## src/rtl/mmu_seq.sv

```systemverilog
`default_nettype none
// +------------------------------------------------------------------------+
// | mmu_seq : command sequencer and result reader for the 4x4 systolic MMU  |
// | Rev 1.0                                                                 |
// +------------------------------------------------------------------------+
module mmu_seq #(
    parameter int ACLEN        = 4,
    parameter int DATA_WIDTH   = 32,
    parameter int KLEN_W       = 16,
    parameter int FLUSH_CYCLES = 6
) (
    input  logic                                   clk_i,
    input  logic                                   rst_i,
    input  logic                                   start_i,
    input  logic [KLEN_W-1:0]                      k_len_i,
    input  logic                                   mode_i,
    output logic                                   busy_o,
    output logic                                   done_o,
    input  logic                                   op_valid_i,
    output logic                                   op_ready_o,
    input  logic [4*DATA_WIDTH-1:0]                op_data_i,
    input  logic [4*DATA_WIDTH-1:0]                op_weight_i,
    output logic                                   mmu_cmd_valid_o,
    output logic [ACLEN:0]                         mmu_cmd_o,
    output logic [DATA_WIDTH-1:0]                  mmu_param_1_o,
    output logic [DATA_WIDTH-1:0]                  mmu_param_2_o,
    output logic [4*DATA_WIDTH-1:0]                mmu_data_o,
    output logic [4*DATA_WIDTH-1:0]                mmu_weight_o,
    input  logic                                   mmu_busy_i,
    input  logic [3:0][4*DATA_WIDTH-1:0]           mmu_rdata_i,
    output logic                                   res_valid_o,
    input  logic                                   res_ready_i,
    output logic [4*DATA_WIDTH-1:0]                res_data_o,
    output logic [1:0]                             res_idx_o,
    output logic                                   res_last_o
);

    localparam int ROW_W   = 4 * DATA_WIDTH;
    localparam int FLUSH_W = (FLUSH_CYCLES > 1) ? $clog2(FLUSH_CYCLES) : 1;

    localparam logic [ACLEN:0] CMD_RESET    = (ACLEN+1)'(0);
    localparam logic [ACLEN:0] CMD_TRIGGER  = (ACLEN+1)'(1);
    localparam logic [ACLEN:0] CMD_CONV     = (ACLEN+1)'(5);
    localparam logic [ACLEN:0] CMD_FIX_MAC  = (ACLEN+1)'(6);
    localparam logic [ACLEN:0] CMD_IDLE     = (ACLEN+1)'(7);

    localparam logic [FLUSH_W-1:0] FLUSH_LAST = FLUSH_W'(FLUSH_CYCLES - 1);

    typedef enum logic [2:0] {
        ST_IDLE  = 3'd0,
        ST_RST   = 3'd1,
        ST_MODE  = 3'd2,
        ST_FEED  = 3'd3,
        ST_FLUSH = 3'd4,
        ST_WAIT  = 3'd5,
        ST_CAPT  = 3'd6,
        ST_DRAIN = 3'd7
    } state_t;

    state_t                    state;
    state_t                    state_nxt;
    logic [KLEN_W-1:0]         k_len_q;
    logic                      mode_q;
    logic [KLEN_W-1:0]         beat_cnt;
    logic [FLUSH_W-1:0]        flush_cnt;
    logic [1:0]                drain_idx;
    logic [3:0][ROW_W-1:0]     rows;
    logic                      done_q;

    logic                      cmd_valid;
    logic [ACLEN:0]            cmd;
    logic                      pass_ops;
    logic                      op_ready;
    logic                      last_beat;
    logic                      last_flush;
    logic                      feed_hs;
    logic                      drain_hs;

    // The beat counter stops at K-1, so K = 2^KLEN_W - 1 never wraps.
    assign last_beat  = (beat_cnt == (k_len_q - KLEN_W'(1)));
    assign last_flush = (flush_cnt == FLUSH_LAST);
    assign feed_hs    = (state == ST_FEED) && op_valid_i;
    assign drain_hs   = (state == ST_DRAIN) && res_ready_i;

    always_ff @(posedge clk_i or negedge rst_i) begin
        if (!rst_i) begin
            state <= ST_IDLE;
        end else begin
            state <= state_nxt;
        end
    end

    always_comb begin
        state_nxt = state;
        cmd_valid = 1'b0;
        cmd       = CMD_IDLE;
        pass_ops  = 1'b0;
        op_ready  = 1'b0;
        case (state)
            ST_IDLE: begin
                if (start_i) begin
                    state_nxt = ST_RST;
                end
            end
            ST_RST: begin
                cmd_valid = 1'b1;
                cmd       = CMD_RESET;
                state_nxt = ST_MODE;
            end
            ST_MODE: begin
                cmd_valid = 1'b1;
                cmd       = mode_q ? CMD_CONV : CMD_FIX_MAC;
                state_nxt = (k_len_q == '0) ? ST_WAIT : ST_FEED;
            end
            ST_FEED: begin
                // A missing operand stalls the array rather than inserting a bubble.
                op_ready  = 1'b1;
                cmd_valid = op_valid_i;
                cmd       = CMD_TRIGGER;
                pass_ops  = 1'b1;
                if (op_valid_i && last_beat) begin
                    state_nxt = ST_FLUSH;
                end
            end
            ST_FLUSH: begin
                cmd_valid = 1'b1;
                cmd       = CMD_TRIGGER;
                if (last_flush) begin
                    state_nxt = ST_WAIT;
                end
            end
            ST_WAIT: begin
                if (!mmu_busy_i) begin
                    state_nxt = ST_CAPT;
                end
            end
            ST_CAPT: begin
                state_nxt = ST_DRAIN;
            end
            ST_DRAIN: begin
                if (res_ready_i && (drain_idx == 2'd3)) begin
                    state_nxt = ST_IDLE;
                end
            end
            default: begin
                state_nxt = ST_IDLE;
            end
        endcase
    end

    always_ff @(posedge clk_i or negedge rst_i) begin
        if (!rst_i) begin
            k_len_q   <= '0;
            mode_q    <= 1'b0;
            beat_cnt  <= '0;
            flush_cnt <= '0;
            drain_idx <= 2'd0;
            rows      <= '0;
            done_q    <= 1'b0;
        end else begin
            if ((state == ST_IDLE) && start_i) begin
                k_len_q <= k_len_i;
                mode_q  <= mode_i;
            end
            if (feed_hs) begin
                beat_cnt <= last_beat ? '0 : beat_cnt + KLEN_W'(1);
            end
            if (state == ST_FLUSH) begin
                flush_cnt <= last_flush ? '0 : flush_cnt + FLUSH_W'(1);
            end
            if (state == ST_CAPT) begin
                rows <= mmu_rdata_i;
            end
            if (drain_hs) begin
                drain_idx <= drain_idx + 2'd1;
            end
            done_q <= drain_hs && (drain_idx == 2'd3);
        end
    end

    generate
        for (genvar n = 0; n < 4; n++) begin : g_lane
            assign mmu_data_o[n*DATA_WIDTH +: DATA_WIDTH] =
                pass_ops ? op_data_i[n*DATA_WIDTH +: DATA_WIDTH] : '0;
            assign mmu_weight_o[n*DATA_WIDTH +: DATA_WIDTH] =
                pass_ops ? op_weight_i[n*DATA_WIDTH +: DATA_WIDTH] : '0;
        end
    endgenerate

    assign busy_o          = (state != ST_IDLE);
    assign done_o          = done_q;
    assign op_ready_o      = op_ready;
    assign mmu_cmd_valid_o = cmd_valid;
    assign mmu_cmd_o       = cmd;
    assign mmu_param_1_o   = '0;
    assign mmu_param_2_o   = '0;

    assign res_valid_o = (state == ST_DRAIN);
    assign res_data_o  = res_valid_o ? rows[drain_idx] : '0;
    assign res_idx_o   = res_valid_o ? drain_idx : 2'd0;
    assign res_last_o  = res_valid_o && (drain_idx == 2'd3);

endmodule
`default_nettype wire

```

## config.mk

```make
export PLATFORM = sky130hd
export DESIGN_NAME = mmu_seq
export DESIGN_NICKNAME = d
export VERILOG_FILES = /design/src/rtl/mmu_seq.sv
export SDC_FILE = /design/constraint.sdc
export NUM_CORES = 1
export LEC_CHECK = 0
export ABC_AREA = 1
export CORE_AREA = 2 2 481 483
export CTS_CLUSTER_DIAMETER = 200
export CTS_CLUSTER_SIZE = 16
export DETAILED_ROUTE_END_ITERATION = 8
export DIE_AREA = 0 0 483 485
export PLACE_DENSITY_LB_ADDON = 0.3
export SLEW_MARGIN = 40
export SYNTH_ARGS = -nofsm -noshare
export SYNTH_HDL_FRONTEND = slang
export SYNTH_SLANG_ARGS = --single-unit
export TNS_END_PERCENT = 1
```

## constraint.sdc

```tcl
create_clock -name clk_i -period 2.45 [get_ports clk_i]
set_input_delay 0.3675 -clock clk_i [delete_from_list [all_inputs] [get_ports clk_i]]
set_output_delay 0.3675 -clock clk_i [all_outputs]
set_load 0.005 [all_outputs]
```

Word level (Yosys, flattened, before mapping)
Index checks and enable logic that the tools add are counted.

cells by class
  add/subtract/negate cells = 4
  $mul = 0
  div/mod/pow operators = 0
  magnitude comparators = 1
  eq/ne operators = 15
  shifts and indexed selects = 0
  multiplexer cells = 25
  bitwise operators = 0
  reductions and logical operators = 13

operator list
  cell                                                                           number
  128-bit binary-select mux with 2-bit select                                    1
  128-bit two-way mux                                                            2
  32-bit two-way mux                                                             8
  3-bit case mux with 8 select lines                                             1
  3-bit two-way mux                                                              7
  16-bit by 1-bit adder with 16-bit output (second input constant)               1
  16-bit equality test                                                           1
  16-bit logical NOT                                                             1
  16-bit two-way mux                                                             1
  16-bit by 1-bit subtractor with 16-bit output (second input constant)          1
  3-bit equality test (second input constant)                                    5
  3-bit case mux with 3 select lines                                             1
  1-bit logical AND                                                              7
  3-bit by 2-bit equality test with 1-bit output (second input constant)         2
  2-bit inequality test (second input constant)                                  3
  5-bit AND reduction                                                            1
  2-bit two-way mux                                                              2
  2-bit by 1-bit inequality test with 1-bit output (second input constant)       2
  3-bit by 1-bit adder with 3-bit output (second input constant)                 1
  3-bit by 1-bit equality test with 1-bit output (second input constant)         1
  3-bit logical NOT                                                              1
  2-bit by 3-bit less-than comparator with 1-bit output (second input constant)  1
  3-bit nonzero test                                                             1
  3-bit OR reduction                                                             1
  other kinds (5)                                                                5

word-level totals
  bits in registers = 554
  latch bits = 0
  RAM bits = 0
  bits in read-only memories = 0
  input port bits = 791
  output and inout port bits = 461
  logic and storage cells = 69
  memories kept = 0

Longest topological paths before layout
  word-level depth = 5
  mapped depth = 16

Least setup slack after synthesis
Ideal clock, no wire load.

  path type = flip-flop to output port
  from = reg drain_idx[0]
  to = out res_data_o[119]
  arrival = 1.521 ns
  required time = 2.082 ns
  path slack = 0.562 ns
  cell stages (with the launch flop) = 7
  cell sequence = dfrtp_1 -> inv_1 -> buf_2 -> clkbuf_1 -> clkbuf_1 -> o21ai_0 -> a21oi_1

between the ends
  word-level cells in the longest chain between the ends = 3

ends and longest elaborated chain
  element                                      line  RTL
  start, declared                              66    logic [1:0] drain_idx;
  start signal, assigned                       175   drain_idx <= drain_idx + 2'd1;
  128-bit binary-select mux with 2-bit select  199   assign res_data_o = res_valid_o ? rows[drain_idx] : '0;
  128-bit two-way mux (implied by the code)    199
  128-bit two-way mux                          199
  end, declared                                33    output logic [4*DATA_WIDTH-1:0] res_data_o,

No other way between the ends. The select of a mux whose other input is x is not followed.

Final worst setup path
  from = reg drain_idx[0]
  to = out res_data_o[81]

Same word-level chain as after synthesis.

==> tab_implementation.tex <==
\begin{tabular}{lr}
\hline
Metric & Value \\
\hline
\multicolumn{2}{l}{\textbf{Status}} \\
Status & complete, but fails checks \\
Failing checks & negative setup slack \\
\multicolumn{2}{l}{\textbf{Placed design}} \\
Gp weighted congestion & $\sim$1.1 \\
Total half-perimeter wirelength after legalization and detailed placement & 184000 µm \\
Cell total after placement & a little over 8000 \\
Number of buffer cells added on primary ports & around 1200 \\
\multicolumn{2}{l}{\textbf{Synthesis}} \\
Number of flops mapped to enable cells by yosys & 0 \\
Dominant cell type by area after synthesis & dfrtp\_1 \\
Main flop type after synthesis & dfrtp\_1 \\
Library cells used by synthesis & 32 \\
Post-synthesis register bit count & between 500 and 600 \\
Top cell type's share of synthesized area & 0.490 \\
Synthesized area & approximately 28000 µm² \\
Yosys warns & 0 \\
Cell count after synthesis & 3886 \\
Synth area leaders & dfrtp\_1 (49\%), nand2\_1 (15\%), o21ai\_0 (9.3\%), inv\_1 (7.4\%), a21oi\_1 (7.0\%) \\
Share of the yosys chip area belonging to registers & 0.490 \\
Library cell with the highest instance count after synthesis & nand2\_1 \\
Share of async-settable or async-resettable flops after synthesis & 1.00 \\
Synth top cells by count & nand2\_1 (1114), inv\_1 (555), dfrtp\_1 (554) \\
Avg Synthesized Cell Area & 7.28 µm² \\
\multicolumn{2}{l}{\textbf{Die}} \\
Die Width & just under 500 µm \\
Initial core utilization & 0.123 \\
Die Area & $\sim$230000 µm² \\
Floorplan row count & approximately 180 \\
Die Ht & approximately 490 µm \\
Core footprint & around 230000 µm² \\
\# IOs & $\sim$1300 \\
\multicolumn{2}{l}{\textbf{Global routing}} \\
Grt total ovfl & 0 \\
Overall routing resource usage & 0.182 \\
Number of global-route vias before repair & 30700 \\
Wire length of the first global-routing pass & about 290000 µm \\
Pin count of the biggest net entering global routing & 95 \\
Antenna violations before repair & 80 \\
\multicolumn{2}{l}{\textbf{Clock network}} \\
Worst-Skew Late Latency & 0.65 ns \\
Clock slew at the register clock pins of the worst setup and hold paths & 0.09 ns \\
Number of buffers added by the clock tree synthesis step & 40 \\
CTS sink count & 554 \\
CTS Root Buffer Type & clkbuf\_16 \\
Largest buffer count on any clock path & 3 \\
CTS H-tree lvls & 2 \\
Clock tree from TritonCTS & yes \\
\multicolumn{2}{l}{\textbf{Worst setup path}} \\
Element type at the critical path start & register \\
Critical Path AT & between 2 and 3 ns \\
Capturing element type of the critical path & output pin \\
Critical Path Fanout Max & 15 \\
Critical Path RT & approximately 2.1 ns \\
Crit-path max cell delay & about 0.59 ns \\
Worst-path cell chain & buf\_8 -> buf\_16 -> clkbuf\_16 -> a21oi\_4 -> o21ai\_2 -> a21oi\_4 -> buf\_6 -> buf\_6 \\
Critical-path cell with the highest stage delay & dfrtp\_4 \\
Kind of critical path & reg -> out \\
\multicolumn{2}{l}{\textbf{STA}} \\
Final setup margin & -0.439 ns \\
Max Fclk & between 0.3 and 0.4 GHz \\
Time the worst path needs with I/O delays and setup & just under 3 ns \\
Fraction of the cycle the final worst path needs & 1.18 \\
Final hold viol count & 0 \\
Total negative setup slack & -64.49 ns \\
RSZ-0062 raised after global routing & true \\
Measured slew at the worst slew-check pin & 0.680 ns \\
Final count of negative-setup-slack endpoints & 320 \\
Max Clock Skew & $\sim$0.036 ns \\
Number of max-slew violations in the final report & 0 \\
Normalized max-slew margin & 0.546 \\
\multicolumn{2}{l}{\textbf{Drt}} \\
Drt wl/cell & 27.8 µm \\
Vias post-DR & between 30000 and 40000 \\
Total DRC errors in the routed layout & 0 \\
Drt total wl & approximately 230000 µm \\
Number of DRC markers after the initial detailed-route iteration & roughly 1700 \\
Via/cell ratio & $\sim$3.8 \\
Number of iterations in the first detailed-routing pass & 6 \\
Final ANT Viol Nets & 0 \\
\multicolumn{2}{l}{\textbf{Power}} \\
Final Total Pwr & between 50 and 60 mW \\
Areal power density over the cells & roughly 1100 nW/µm² \\
Worst IR drop on VDD & $\sim$0.00061 V \\
Leakage power figure & roughly 23 nW \\
\multicolumn{2}{l}{\textbf{Final layout}} \\
Count of nets after finishing & a little under 6000 \\
Count of filler cells inserted in the layout & $\sim$26000 \\
Post-Layout Cell Count & between 8000 and 9000 \\
Post-synthesis to final-layout area growth & 71.6\% \\
Area of all sequential standard cells & around 14000 µm² \\
Layout cells sized above 1 & 0.178 \\
Core occupancy in the finished layout & 0.212 \\
Multi-input gate area in the final layout & 12500 µm² \\
\multicolumn{2}{l}{\textbf{Worst hold path}} \\
Worst hold-check path type & in -> reg \\
\multicolumn{2}{l}{\textbf{Flow run}} \\
Number of max-cap violations & 0 \\
\hline
\end{tabular}
## path summary, 6_finish.rpt
check / start / endpoint / slack, ns / depth (start not counted)
worst max-delay path: drain_idx[0]$_DFFE_PN0P_ / res_data_o[81] / -0.44 / 8
worst min-delay path: mmu_rdata_i[90] / rows[90]$_DFFE_PN0P_ / 0.25 / 3
worst max register to register: state[1]$_DFFE_PN0P_ / state[2]$_DFFE_PN0P_ / -0.13 / 14
worst min register to register: rows[390]$_DFFE_PN0P_ / rows[390]$_DFFE_PN0P_ / 0.47 / 2
max in group asynchronous: rst_i / rows[38]$_DFFE_PN0P_ / 1.24 / 3
min in group asynchronous: rst_i / rows[255]$_DFFE_PN0P_ / 0.26 / 2
## metal layers
layer | global-route usage | part of all wire | vias to the layer above
met1 | 0.199 | 0.37 | 15000
met4 | 0.0764 | 0.050 | 60
met5 | 0 | 0.0017 | -
met2 | 0.324 | 0.50 | 1221
li1 | - | - | 14400
met3 | 0.0542 | 0.073 | 236
## metrics by stage
stage          instance area [µm²]  setup WS [ns]  hold WS (ns)
3_3_place_gp                 44800         -0.357         0.372
5_1_grt                      48500         -0.540         0.213
4_1_cts                      46900         -0.598         0.156
2_1_floorplan                28500          0.562        0.0719
3_5_place_dp                 44800         -0.260         0.376
6_report                     48500         -0.439         0.247
## layout by cell type, fill, tap and decap left out, drive strengths merged
cell           Yosys  layout
a211oi             1       1
a21oi            393     393
a31oi              1       1
buf              142     459
bufinv             0       1
clkbuf           168     117
clkdlybuf4s15      0      17
clkdlybuf4s50      0     817
clkinv             2       5
conb               1      66
dfrtp            554     554
diode              0      25
dlygate4sd2        0      15
dlygate4sd3        0       1
dlymetal6s2s       0      59
ha                 4       4
inv              559     563
mux2              10      10
nand2           1117    1117
nand3             35      35
nand3b            11      11
nand4              8       8
nor2             314     314
nor3               4       4
nor4               5       5
o211ai             1       1
o21a               2       2
o21ai            528     528
o22ai              1       1
xnor2              8       8
xor2              17      17
## sequential cells by signal, summed over array words and instances, names as in the netlist
| name | flops |
|---|---|
| mode_q | 1 |
| rows | 512 |
| flush_cnt | 3 |
| beat_cnt | 16 |
| done_o | 1 |
| k_len_q | 16 |
| drain_idx | 2 |
| state | 3 |
## final cells by class
class / instances / share of cell area
Antenna cell: 25 / 0.00129
Clock buffer: 44 / 0.0220
Clock inverter: 2 / 0.000954
Inverter: 561 / 0.0451
Multi-Input combinational cell: 2526 / 0.257
Sequential cell: 554 / 0.286
Tap cell: 3026 / 0.0780
Timing Repair Buffer: 1441 / 0.309
Timing Repair inverter: 6 / 0.00134
## critical path, delay by kind of cell, from the launching register on
family,cells,cell delay (ns)
AOI/OAI and AO/OA,3,0.47
buffers and inverters,5,0.79
DFF,1,0.59
## repair_timing
| action | 4_1_cts | 5_1_grt |
|---|---|---|
| hold buffers | 1 | 0 |
| buffers inserted | 9 | 28 |
| endpoints found under the hold margin | 19 | 0 |
| gates resized for setup | 652 | 674 |
| setup endpoints to repair | 397 | 404 |
| gates cloned | 6 | 29 |
| pin swaps | 22 | 75 |
## power by group
part	switching (mW)	internal [mW]
Combinational	17.4	11.1
Clock	3.77	3.20
Sequential	2.53	13.7
Total	23.7	27.9
## cell families (layout without fill, tap and decap cells)
family	Yosys count	count (layout)	synth area share
other cells	1	91	0.000133
fa+ha+maj	4	4	0.00177
compound gates	927	927	0.165
simple gates	1494	1494	0.204
mux	10	10	0.00398
flops	554	554	0.490
xor+xnor	25	25	0.00774
buf+inv	871	2054	0.128
Note: power is estimated with default switching activity, not from simulation.
